`config.mk`:
```
export PLATFORM = sky130hd
export DESIGN_NAME = video_spi_capture
export DESIGN_NICKNAME = d
export VERILOG_FILES = /design/src/rtl/bos_pkg.sv /design/src/rtl/sync_fifo_w.sv /design/src/rtl/video_spi_capture.sv
export SDC_FILE = /design/constraint.sdc
export NUM_CORES = 1
export LEC_CHECK = 0
export CORE_MARGIN = 1
export CORE_UTILIZATION = 33
export DETAILED_ROUTE_END_ITERATION = 8
export GPL_TIMING_DRIVEN = 0
export SLEW_MARGIN = 5
export SYNTH_ARGS = -nofsm -noshare
export SYNTH_HDL_FRONTEND = slang
export SYNTH_SLANG_ARGS = --single-unit
```
`constraint.sdc`:
```
create_clock -name sys_clk -period 3.6 [get_ports sys_clk]
set_input_delay 0.36 -clock sys_clk [delete_from_list [all_inputs] [get_ports sys_clk]]
set_output_delay 0.36 -clock sys_clk [all_outputs]
set_load 0.01 [all_outputs]
```
`src/rtl/bos_pkg.sv`:
```
// Shared types for the BOS serial-video return path: SPI FSM states, byte phases, frame marker bytes.
// Holds no logic apart from the byte-phase successor function.
package bos_pkg;

    localparam logic [7:0] MARKER_HI = 8'hA5;
    localparam logic [7:0] MARKER_LO = 8'h5A;

    typedef enum logic [2:0] {
        SPI_IDLE,
        SPI_SETUP,
        SPI_SHIFT,
        SPI_HOLD,
        SPI_GAP
    } spi_state_t;

    typedef enum logic [1:0] {
        MARK_HI,
        MARK_LO,
        HIGH,
        LOW
    } byte_phase_t;

    // A marker pair always runs straight into the high byte of its word.
    function automatic byte_phase_t next_phase(input byte_phase_t p);
        case (p)
            MARK_HI: next_phase = MARK_LO;
            MARK_LO: next_phase = HIGH;
            HIGH:    next_phase = LOW;
            default: next_phase = HIGH;
        endcase
    endfunction

endpackage

```
`src/rtl/sync_fifo_w.sv`:
```
// Single-clock word FIFO with a registered read port (data valid the cycle after i_rd).
// Latency 1 cycle write-to-not-empty; a write to a full FIFO is accepted only alongside a read.
module sync_fifo_w #(
    parameter int WIDTH = 16,
    parameter int AW    = 4
) (
    input  logic             i_clk,
    input  logic             i_rst_n,
    input  logic             i_wr,
    input  logic [WIDTH-1:0] i_wr_dat,
    input  logic             i_rd,
    output logic [WIDTH-1:0] o_rd_dat,
    output logic             o_full,
    output logic             o_empty,
    output logic [AW:0]      o_usedw
);

    localparam int DEPTH = 1 << AW;

    logic [WIDTH-1:0] r_mem [DEPTH];
    logic [AW-1:0]    r_wptr;
    logic [AW-1:0]    r_rptr;
    logic [AW:0]      r_cnt;
    logic [WIDTH-1:0] r_rd_dat;
    logic             w_rd_ok;
    logic             w_wr_ok;

    assign o_full   = (r_cnt == (AW+1)'(DEPTH));
    assign o_empty  = (r_cnt == '0);
    assign o_usedw  = r_cnt;
    assign o_rd_dat = r_rd_dat;

    // A read in the same cycle frees the slot, so a full FIFO can still take the write.
    assign w_rd_ok = i_rd & ~o_empty;
    assign w_wr_ok = i_wr & (~o_full | w_rd_ok);

    always_ff @(posedge i_clk) begin
        if (w_wr_ok) begin
            r_mem[r_wptr] <= i_wr_dat;
        end
    end

    always_ff @(posedge i_clk) begin
        if (!i_rst_n) begin
            r_wptr   <= '0;
            r_rptr   <= '0;
            r_cnt    <= '0;
            r_rd_dat <= '0;
        end else begin
            if (w_wr_ok) begin
                r_wptr <= r_wptr + AW'(1);
            end
            if (w_rd_ok) begin
                r_rd_dat <= r_mem[r_rptr];
                r_rptr   <= r_rptr + AW'(1);
            end
            case ({w_wr_ok, w_rd_ok})
                2'b10:   r_cnt <= r_cnt + (AW+1)'(1);
                2'b01:   r_cnt <= r_cnt - (AW+1)'(1);
                default: r_cnt <= r_cnt;
            endcase
        end
    end

endmodule

```
`src/rtl/video_spi_capture.sv`:
```
// SPI master capturing WORD_BITS-bit video samples, buffered and sent to the PC link as HIGH/LOW bytes.
// Latency: word pushed at cycle N is presented at N+2; bytes hold stable while tx_ready=0, words back up in the FIFO.
// FRAME_MARKER_EN: when defined, an A5/5A marker pair precedes the first word and every FRAME_LEN-th word after it.
module video_spi_capture
    import bos_pkg::*;
#(
    parameter int CLK_DIV    = 2,
    parameter int WORD_BITS  = 12,
    parameter int GAP_CYCLES = 4,
    parameter int FIFO_AW    = 4,
    parameter int FRAME_LEN  = 256
) (
    input  logic               sys_clk,
    input  logic               n_rst,
    input  logic               capture_en,
    output logic               slv_fpga,
    output logic               sckv_fpga,
    input  logic               sdatav_fpga,
    output logic [7:0]         data_to_pc,
    output logic               tx_ena,
    input  logic               tx_ready,
    output logic               overflow,
    output logic [FIFO_AW:0]   words_stored
);

`ifdef FRAME_MARKER_EN
    localparam bit MARK_EN = 1'b1;
`else
    localparam bit MARK_EN = 1'b0;
`endif

    localparam int DIV_MAX = (CLK_DIV > GAP_CYCLES) ? CLK_DIV : GAP_CYCLES;
    localparam int DIV_W   = $clog2(DIV_MAX) + 1;
    localparam int HALF_W  = $clog2(2 * WORD_BITS) + 1;
    localparam int FRM_W   = $clog2(FRAME_LEN) + 1;

    spi_state_t             r_state;
    spi_state_t             w_state_nxt;
    logic [DIV_W-1:0]       r_cnt;
    logic [HALF_W-1:0]      r_half;
    logic [WORD_BITS-1:0]   r_shift;
    logic                   r_cap_d;
    logic                   r_ovf;
    logic                   r_vld;
    byte_phase_t            r_phase;
    logic [FRM_W-1:0]       r_frm_cnt;

    logic                   w_div_done;
    logic                   w_gap_done;
    logic                   w_last_half;
    logic                   w_push;
    logic                   w_cap_rise;
    logic [15:0]            w_word;
    logic                   w_full;
    logic                   w_empty;
    logic [FIFO_AW:0]       w_usedw;
    logic                   w_acc;
    logic                   w_word_done;
    logic                   w_pop;
    byte_phase_t            w_first_phase;

    assign w_div_done  = (r_cnt == DIV_W'(CLK_DIV - 1));
    assign w_gap_done  = (r_cnt == DIV_W'(GAP_CYCLES - 1));
    assign w_last_half = (r_half == HALF_W'(2 * WORD_BITS - 1));
    assign w_cap_rise  = capture_en & ~r_cap_d;

    // SPI FSM: state register
    always_ff @(posedge sys_clk) begin
        if (!n_rst) begin
            r_state <= SPI_IDLE;
        end else begin
            r_state <= w_state_nxt;
        end
    end

    // SPI FSM: next state; capture_en is only consulted between words
    always_comb begin
        w_state_nxt = r_state;
        case (r_state)
            SPI_IDLE:  if (capture_en)                 w_state_nxt = SPI_SETUP;
            SPI_SETUP: if (w_div_done)                 w_state_nxt = SPI_SHIFT;
            SPI_SHIFT: if (w_div_done && w_last_half)  w_state_nxt = SPI_HOLD;
            SPI_HOLD:  if (w_div_done)                 w_state_nxt = SPI_GAP;
            SPI_GAP:   if (w_gap_done)                 w_state_nxt = capture_en ? SPI_SETUP : SPI_IDLE;
            default:                                   w_state_nxt = SPI_IDLE;
        endcase
    end

    // SPI FSM: outputs; odd half-periods of SHIFT are the high phase of sckv_fpga
    always_comb begin
        slv_fpga  = (r_state == SPI_IDLE) || (r_state == SPI_GAP);
        sckv_fpga = (r_state == SPI_SHIFT) && r_half[0];
        w_push    = (r_state == SPI_HOLD) && w_div_done;
    end

    always_ff @(posedge sys_clk) begin
        if (!n_rst) begin
            r_cnt   <= '0;
            r_half  <= '0;
            r_shift <= '0;
        end else begin
            if ((w_state_nxt != r_state) || ((r_state == SPI_SHIFT) && w_div_done)) begin
                r_cnt <= '0;
            end else if (r_state != SPI_IDLE) begin
                r_cnt <= r_cnt + DIV_W'(1);
            end

            if (w_state_nxt != SPI_SHIFT) begin
                r_half <= '0;
            end else if ((r_state == SPI_SHIFT) && w_div_done) begin
                r_half <= r_half + HALF_W'(1);
            end

            // Sample on the edge where sckv_fpga goes high
            if ((r_state == SPI_SHIFT) && w_div_done && !r_half[0]) begin
                r_shift <= (r_shift << 1) | WORD_BITS'(sdatav_fpga);
            end
        end
    end

    sync_fifo_w #(
        .WIDTH (16),
        .AW    (FIFO_AW)
    ) u_fifo (
        .i_clk    (sys_clk),
        .i_rst_n  (n_rst),
        .i_wr     (w_push),
        .i_wr_dat (16'(r_shift)),
        .i_rd     (w_pop),
        .o_rd_dat (w_word),
        .o_full   (w_full),
        .o_empty  (w_empty),
        .o_usedw  (w_usedw)
    );

    always_ff @(posedge sys_clk) begin
        if (!n_rst) begin
            r_cap_d <= 1'b0;
            r_ovf   <= 1'b0;
        end else begin
            r_cap_d <= capture_en;
            if (w_cap_rise) begin
                r_ovf <= 1'b0;
            end else if (w_push && w_full && !w_pop) begin
                r_ovf <= 1'b1;
            end
        end
    end

    // The FIFO read register is the unpacker's word register. Words are only
    // popped while the link is ready, so a stalled link leaves the backlog in
    // the FIFO where occupancy and overflow account for it.
    assign w_acc       = r_vld & tx_ready;
    assign w_word_done = w_acc & (r_phase == LOW);
    assign w_pop       = ~w_empty & tx_ready & (~r_vld | w_word_done);

    assign w_first_phase = (MARK_EN && (r_frm_cnt == '0)) ? MARK_HI : HIGH;

    always_ff @(posedge sys_clk) begin
        if (!n_rst) begin
            r_vld     <= 1'b0;
            r_phase   <= HIGH;
            r_frm_cnt <= '0;
        end else begin
            if (w_pop) begin
                r_vld   <= 1'b1;
                r_phase <= w_first_phase;
            end else if (w_word_done) begin
                r_vld   <= 1'b0;
            end else if (w_acc) begin
                r_phase <= next_phase(r_phase);
            end

            if (w_cap_rise) begin
                r_frm_cnt <= '0;
            end else if (w_pop) begin
                r_frm_cnt <= (r_frm_cnt == FRM_W'(FRAME_LEN - 1)) ? '0 : r_frm_cnt + FRM_W'(1);
            end
        end
    end

    always_comb begin
        data_to_pc = '0;
        if (r_vld) begin
            case (r_phase)
                MARK_HI: data_to_pc = MARKER_HI;
                MARK_LO: data_to_pc = MARKER_LO;
                HIGH:    data_to_pc = w_word[15:8];
                default: data_to_pc = w_word[7:0];
            endcase
        end
    end

    assign tx_ena       = r_vld;
    assign overflow     = r_ovf;
    assign words_stored = w_usedw;

endmodule
```
==> key figures, run 1 <==
Clock network
  • CTS Buf Count: 25
  • Worst-case clock buffer depth: 3
  • CTS tree: built
  • Clk_lat worst skew: 0.51 ns
  • Clk sink count: around 250
  • Post-CTS setup buffers: 0
  • Worst-path clk slew: 0.06 ns
  • H-tree lvl count: 1
  • Hold buffers post-CTS: 0
  • Cts repair resizes: 0
  • Root Buffer: clkbuf_16

Placement
  • Buffers on Ports: 21
  • Placed insts: between 1000 and 1500
  • Final HPWL DP: ~14 mm
  • GP Congestion: slightly above 0.8

GRT
  • Largest net degree at the start of global routing: 19
  • Vias in the first global route: between 5000 and 6000
  • First-pass GRT wire length: between 30 and 40 mm
  • GR Overflow Total: 0
  • Initial antenna violation count: 0
  • All-Layer GR Usage: roughly 14%

Critical path
  • Critical path required time: between 3 and 4 ns
  • Setup crit start kind: register
  • CP max-delay cell: nor2_1
  • Max incr delay on CP: between 0.9 and 1 ns
  • WP data arrival: roughly 3.4 ns
  • Critical Path Sink: u_fifo.r_mem[9][7]$_DFFE_PP_
  • CP Capture Type: register
  • Setup CP Type: reg -> reg
  • Critical Path Source: r_phase[1]$_SDFFE_PP1P_
  • Crit-path most repeated cell: clkbuf_1
  • R2R depth: 7
  • Worst Path Max Fanout: 12
  • FF-to-FF Start: r_phase[1]$_SDFFE_PP1P_
  • Crit-path cells: clkbuf_1 > a21boi_0 > o211ai_1 > and2_1 > clkbuf_1 > nand2_1 > nor2_1
  • R2R Setup Slk: between 0.3 and 0.4 ns
  • Reg2reg end: u_fifo.r_mem[9][7]$_DFFE_PP_

Synthesis
  • Main combinational cell family by area after synthesis: multiplexers
  • Syn nets: slightly above 600
  • Seq cells post-synth: between 200 and 250
  • Syn Std Cell Area: a little under 10000 um^2
  • EDFF count, synth: 192
  • Post-synthesis sequential area ratio: 69.1%
  • Mapped Avg Cell Area: ~17 um^2
  • Ys flop type: edfxtp_1
  • Post-synthesis mux area share: between 10 and 15%
  • Synth Area in Adders: between 1.5 and 2%
  • Post-synth cell types: 49
  • Ys Warns: 0
  • Xor/xnor share of the synthesized area: about 1.2%
  • Synth Area in Compound Gates: under 10%
  • Post-Syn Instances: 599
  • Synthesized-area fraction occupied by and/or/nand/nor cells: roughly 7%
  • Ys async rst share: 0%

Timing
  • Slew Viols, Final: 0
  • Max Clock Skew: about 0.010 ns
  • Final setup fails: 0
  • Fin crit period: roughly 3.3 ns
  • Final Cycle Share: around 90%
  • Slew margin rel.: 11.9%
  • Final Hold Vio Count: 0
  • Fmax achieved: 306 MHz
  • Slew @ Worst Pin: ~1.3 ns
  • Setup_tns: 0 ns
  • Unrepaired setup endpoints after global routing: no

Power and ir drop
  • Max VDD drop: 0.289 mV
  • PD cells: just under 500 nW/um^2
  • Net Switching: approximately 1100 uW
  • Total internal power: about 4500 uW
  • Clk pwr share: between 40 and 50%
  • Leak Pwr: 0.00353 uW
  • Flop pwr share: 53.9%
  • Combinational Power Share: between 1 and 1.5%
  • Total power: around 5600 uW
  • Switching share of total power: 19.2%

Min path
  • Worst hold path startpoint: u_fifo.o_rd_dat[7]$_SDFFE_PN0P_
  • Worst min path class: reg -> reg

Run status
  • Status: completed

Final layout
  • Area added between synthesis and finish: 15.8%
  • # diodes: 0
  • Util after Layout: approximately two fifths
  • Post-Layout Cell Count: between 1000 and 1500
  • Fraction of layout cells with a size suffix above 1: around 17%
  • Final net count: roughly 670
  • Fillers: 2689

Floorplan
  • Starting Density: about a third
  • Row count: 63
  • Die Width: 175 um
  • Die area: a little over 30000 um^2
  • Core Area: approximately 30000 um^2
  • Die H: between 150 and 200 um
  • I/O Pins: 22

Routing
  • DRC: 0
  • 1st-iter DRT viols: between 300 and 400
  • Via-to-Cell Ratio: 4.96
  • Routed Antenna Nets: 0
  • TritonRoute pass-1 iters: 4
  • Total wire length: roughly 21 mm
  • Routed length per instance: between 20 and 25 um
  • DR vias: between 5000 and 6000

Run
  • Max cap viols: 0
[worst max-delay path: cells and delay by family, from the launching register on]
| kind | cells | cell delay, ns |
|---|---|---|
| AO/OA/AOI/OAI | 2 | 0.60 |
| buffers and inverters | 2 | 0.59 |
| flip-flops | 1 | 0.30 |
| AND/OR/NAND/NOR | 3 | 1.37 |
[power by group through the flow]
stage / combinational (uW) / clock (uW) / sequential, uW
CTS: 81.6 / 2560 / 3030
detailed placement: 81.2 / 0 / 3100
finish: 80.2 / 2510 / 3030
floorplan: 53.2 / 0 / 3090
global placement: 80.0 / 0 / 3100
global route: 89.2 / 2670 / 3030
[worst min-delay path by stage]
stage | to | slack, ns | cells after the start
after floorplan | u_fifo.o_rd_dat[1]$_SDFFE_PN0P_ | 0.45 | 2
after global placement | u_fifo.o_rd_dat[10]$_SDFFE_PN0P_ | 0.47 | 2
after detailed placement | u_fifo.o_rd_dat[8]$_SDFFE_PN0P_ | 0.47 | 2
after CTS | u_fifo.o_rd_dat[8]$_SDFFE_PN0P_ | 0.49 | 2
after global routing | u_fifo.o_rd_dat[7]$_SDFFE_PN0P_ | 0.53 | 2
final | u_fifo.o_rd_dat[7]$_SDFFE_PN0P_ | 0.50 | 2
[layer usage]
| layer | track usage (%) | vias to the layer above | share of wire [%] |
|---|---|---|---|
| li1 | - | 2419 | - |
| met1 | 19.1 | 2673 | 44 |
| met2 | 23.4 | 130 | 48 |
| met3 | 2.90 | 33 | 5.9 |
| met4 | 3.91 | 0 | 2.1 |
| met5 | 0 | - | 0 |
[cell type report]
type                            instances  area (um^2)  area share (%)
Sequential cell                       246         6850            59.7
Multi-Input combinational cell        305         2900            25.2
Clock buffer                           36          697            6.07
Tap cell                              390          488            4.25
Timing Repair Buffer                   25          251            2.19
Buffer                                 34          146            1.28
Clock inverter                          9         95.1           0.829
Inverter                               14         52.6           0.458
[logic make-up after synthesis]
logic type / after synthesis
AO/OA/AOI/OAI: 54
XOR/XNOR: 14
adder cells (fa/ha/maj): 13
buffers and inverters: 48
flip-flops: 246
multiplexers: 86
AND/OR/NAND/NOR: 138
[Yosys cell counts, types with 7 or more instances]
cell type / n / share of area [%]
mux2i_1: 38 / 3.8
mux4_2: 48 / 11
edfxtp_1: 192 / 58
inv_1: 14 / 0.53
nor2b_1: 20 / 1.3
nand2_1: 19 / 0.72
clkbuf_1: 20 / 0.76
nand3_1: 24 / 1.2
ha_1: 12 / 1.5
buf_2: 9 / 0.45
and2_1: 8 / 0.51
nor3_1: 10 / 0.51
nand2b_1: 9 / 0.57
a21oi_1: 15 / 0.76
nor2_1: 30 / 1.1
o21ai_0: 7 / 0.35
dfxtp_1: 54 / 11
o221ai_1: 12 / 1.1
xnor2_1: 9 / 0.80
[state kept, by name (all words and copies together) (netlist names), 3 cells and up]
register / flops
r_cnt: 3
r_shift: 12
u_fifo.o_usedw: 5
u_fifo.r_mem: 192
r_half: 6
r_state: 3
u_fifo.r_wptr: 4
u_fifo.o_rd_dat: 12
u_fifo.r_rptr: 4
[cells in the final DEF, fill, tap and decap left out, types with 14 or more instances in the layout]
cell type / n
edfxtp_1: 192
clkbuf_1: 28
a21oi_1: 15
nor2b_1: 20
mux2i_1: 38
clkbuf_16: 25
dfxtp_1: 54
inv_1: 14
nand2_1: 19
mux4_2: 48
nor2_1: 25
clkdlybuf4s50_1: 21
nand3_1: 24
[through the flow]
stage / setup slack (ns) / area, um^2 / hold WS, ns
CTS: 0.217 / 11500 / 0.491
finish: 0.330 / 11500 / 0.496
detailed placement: 0.118 / 10700 / 0.472
global placement: -0.402 / 10600 / 0.467
global route: 0.0388 / 11500 / 0.526
floorplan: 0.711 / 9910 / 0.448
Power figures use the tool's default switching activity.
==> run 2: changes to the inputs <==
PLACE_DENSITY = 0.5   (was not set)
==> key figures, run 2 (same netlist as run 1, synthesis figures left out) <==
Final layout
  • # diodes: 0
  • Area of the multi-input gates: 2910 um^2
  • Post-Layout Cell Count: 1059
  • Final net count: approximately 670
  • Largest Register: u_fifo.r_mem
  • Area added between synthesis and finish: 16.3%
  • Commonest non-fill, non-tap cells in the layout: edfxtp_1 (192), dfxtp_1 (54), mux4_2 (48), mux2i_1 (38), clkbuf_16 (25)
  • Fraction of layout cells with a size suffix above 1: between 15 and 20%
  • Commonest non-fill, non-tap cell in the layout: edfxtp_1
  • Largest register FFs: 192
  • Fillers: roughly 2700
  • Register area: between 6000 and 7000 um^2

Critical path
  • WP data arrival: 3.56 ns
  • CP max-delay cell: or4_1
  • Max incr delay on CP: around 0.64 ns
  • Setup CP Type: reg -> reg
  • Setup crit start kind: register
  • Crit-path cells: or4_1 > o211a_1 > buf_2 > nand2_1 > inv_1 > ha_1 > nand2b_1 > o2bb2ai_1 > or3_1 > and3_1 > o31a_1
  • CP top delay family: simple AND/OR/NAND/NOR gates
  • Worst path bufs/invs: 2
  • CP Capture Type: register
  • Worst Path Max Fanout: 9
  • Critical path required time: 4.00 ns

Timing
  • Final hold slack: approximately 0.49 ns
  • Slew @ Worst Pin: approximately 1.2 ns
  • Final setup fails: 0
  • Setup_tns: 0 ns
  • Slew margin rel.: roughly 17%
  • Final Cycle Share: 87.6%
  • Setup WS post-layout: around 0.45 ns
  • Fmax achieved: about 320 MHz
  • Unrepaired setup endpoints after global routing: no
  • Final Hold Vio Count: 0
  • Fin crit period: roughly 3.2 ns
  • Slew Viols, Final: 0
  • Max Clock Skew: ~0.011 ns

Floorplan
  • I/O Pins: 22
  • Core Area: 29600 um^2
  • Die Width: 175 um
  • Starting Density: between 30% and 40%
  • Row count: 63
  • Die area: slightly above 30000 um^2
  • Die H: ~180 um

GRT
  • All-Layer GR Usage: between 10% and 20%
  • Vias in the first global route: ~5400
  • Largest net degree at the start of global routing: 19
  • First-pass GRT wire length: 34.0 mm
  • Initial antenna violation count: 0
  • GR Overflow Total: 0

Placement
  • GP Congestion: roughly 0.80
  • Buffers on Ports: 21
  • Final HPWL DP: ~15 mm
  • Placed insts: roughly 1000
  • Place WS: -0.00263 ns

Clock network
  • Root Buffer: clkbuf_16
  • CTS Buf Count: 25
  • H-tree lvl count: 1
  • CTS tree: built
  • Clk sink count: approximately 250
  • Clk_lat worst skew: between 0.5 and 0.6 ns
  • Post-CTS setup buffers: 0
  • Worst-case clock buffer depth: 3
  • Worst-path clk slew: about 0.060 ns

Routing
  • DR vias: ~5300
  • Routed length per instance: about 21 um
  • Total wire length: 22.5 mm
  • Routed Antenna Nets: 0
  • Via-to-Cell Ratio: approximately 5.0
  • TritonRoute pass-1 iters: 5
  • 1st-iter DRT viols: between 300 and 400
  • DRC: 0

Power and ir drop
  • Max VDD drop: ~0.3 mV
  • Leak Pwr: between 0.003 and 0.004 uW
  • PD cells: between 400 and 500 nW/um^2

Run
  • Max cap viols: 0

Min path
  • Worst min path class: reg -> reg

Run status
  • Status: completed
==> run 2: area by class of cell <==
cell class	instances	area share (%)
tap	390	4.23
buffer	34	1.27
clock buffer	28	5.52
timing repair buffer	25	2.21
clock inverter	17	1.66
multi-input combinational	305	25.3
inverter	14	0.456
sequential	246	59.4
==> run 2: final timing paths <==
path                                   start                         endpoint  slack (ns)  depth (start not counted)
max           u_fifo.o_usedw[0]$_SDFFE_PN0P_   u_fifo.o_usedw[4]$_SDFFE_PN0P_        0.45                         11
min          u_fifo.o_rd_dat[8]$_SDFFE_PN0P_  u_fifo.o_rd_dat[8]$_SDFFE_PN0P_        0.49                          2
max reg2reg   u_fifo.o_usedw[0]$_SDFFE_PN0P_   u_fifo.o_usedw[4]$_SDFFE_PN0P_        0.45                         11
min reg2reg  u_fifo.o_rd_dat[8]$_SDFFE_PN0P_  u_fifo.o_rd_dat[8]$_SDFFE_PN0P_        0.49                          2
==> run 2: worst min-delay path, delay by kind of cell, from the launching register on <==
| kind | cells | cell delay, ns |
|---|---|---|
| compound gates | 1 | 0.06 |
| flops | 1 | 0.32 |
| simple gates | 1 | 0.06 |
==> run 2: per-stage QoR <==
step	power, uW	instance area [um^2]	utilization [%]
finish	5720	11500	39.0
global placement	3180	10600	35.9
global route	5900	11500	39.0
detailed placement	3180	10700	36.1
CTS	5790	11500	38.9
floorplan	3150	9910	-
==> run 2: timing repair <==
action | in CTS | in global routing
hold buffers | 0 | 0
endpoints found under the setup margin | 0 | 36
gates resized for setup | 0 | 3
==> run 2: where the power goes <==
| part | switching (uW) | internal (uW) | total [uW] |
|---|---|---|---|
| Sequential | 8.11 | 3030 | 3030 |
| Clock | 1050 | 1560 | 2600 |
| Combinational | 46.7 | 34.9 | 81.6 |
==> run 2: metal layers <==
metal | track usage [%] | part of all wire [%] | up-vias
met4 | 4.64 | 2.3 | 0
li1 | - | - | 2431
met1 | 19.8 | 42 | 2691
met2 | 25.7 | 50 | 120
met5 | 0 | 0 | -
met3 | 2.42 | 5.3 | 31
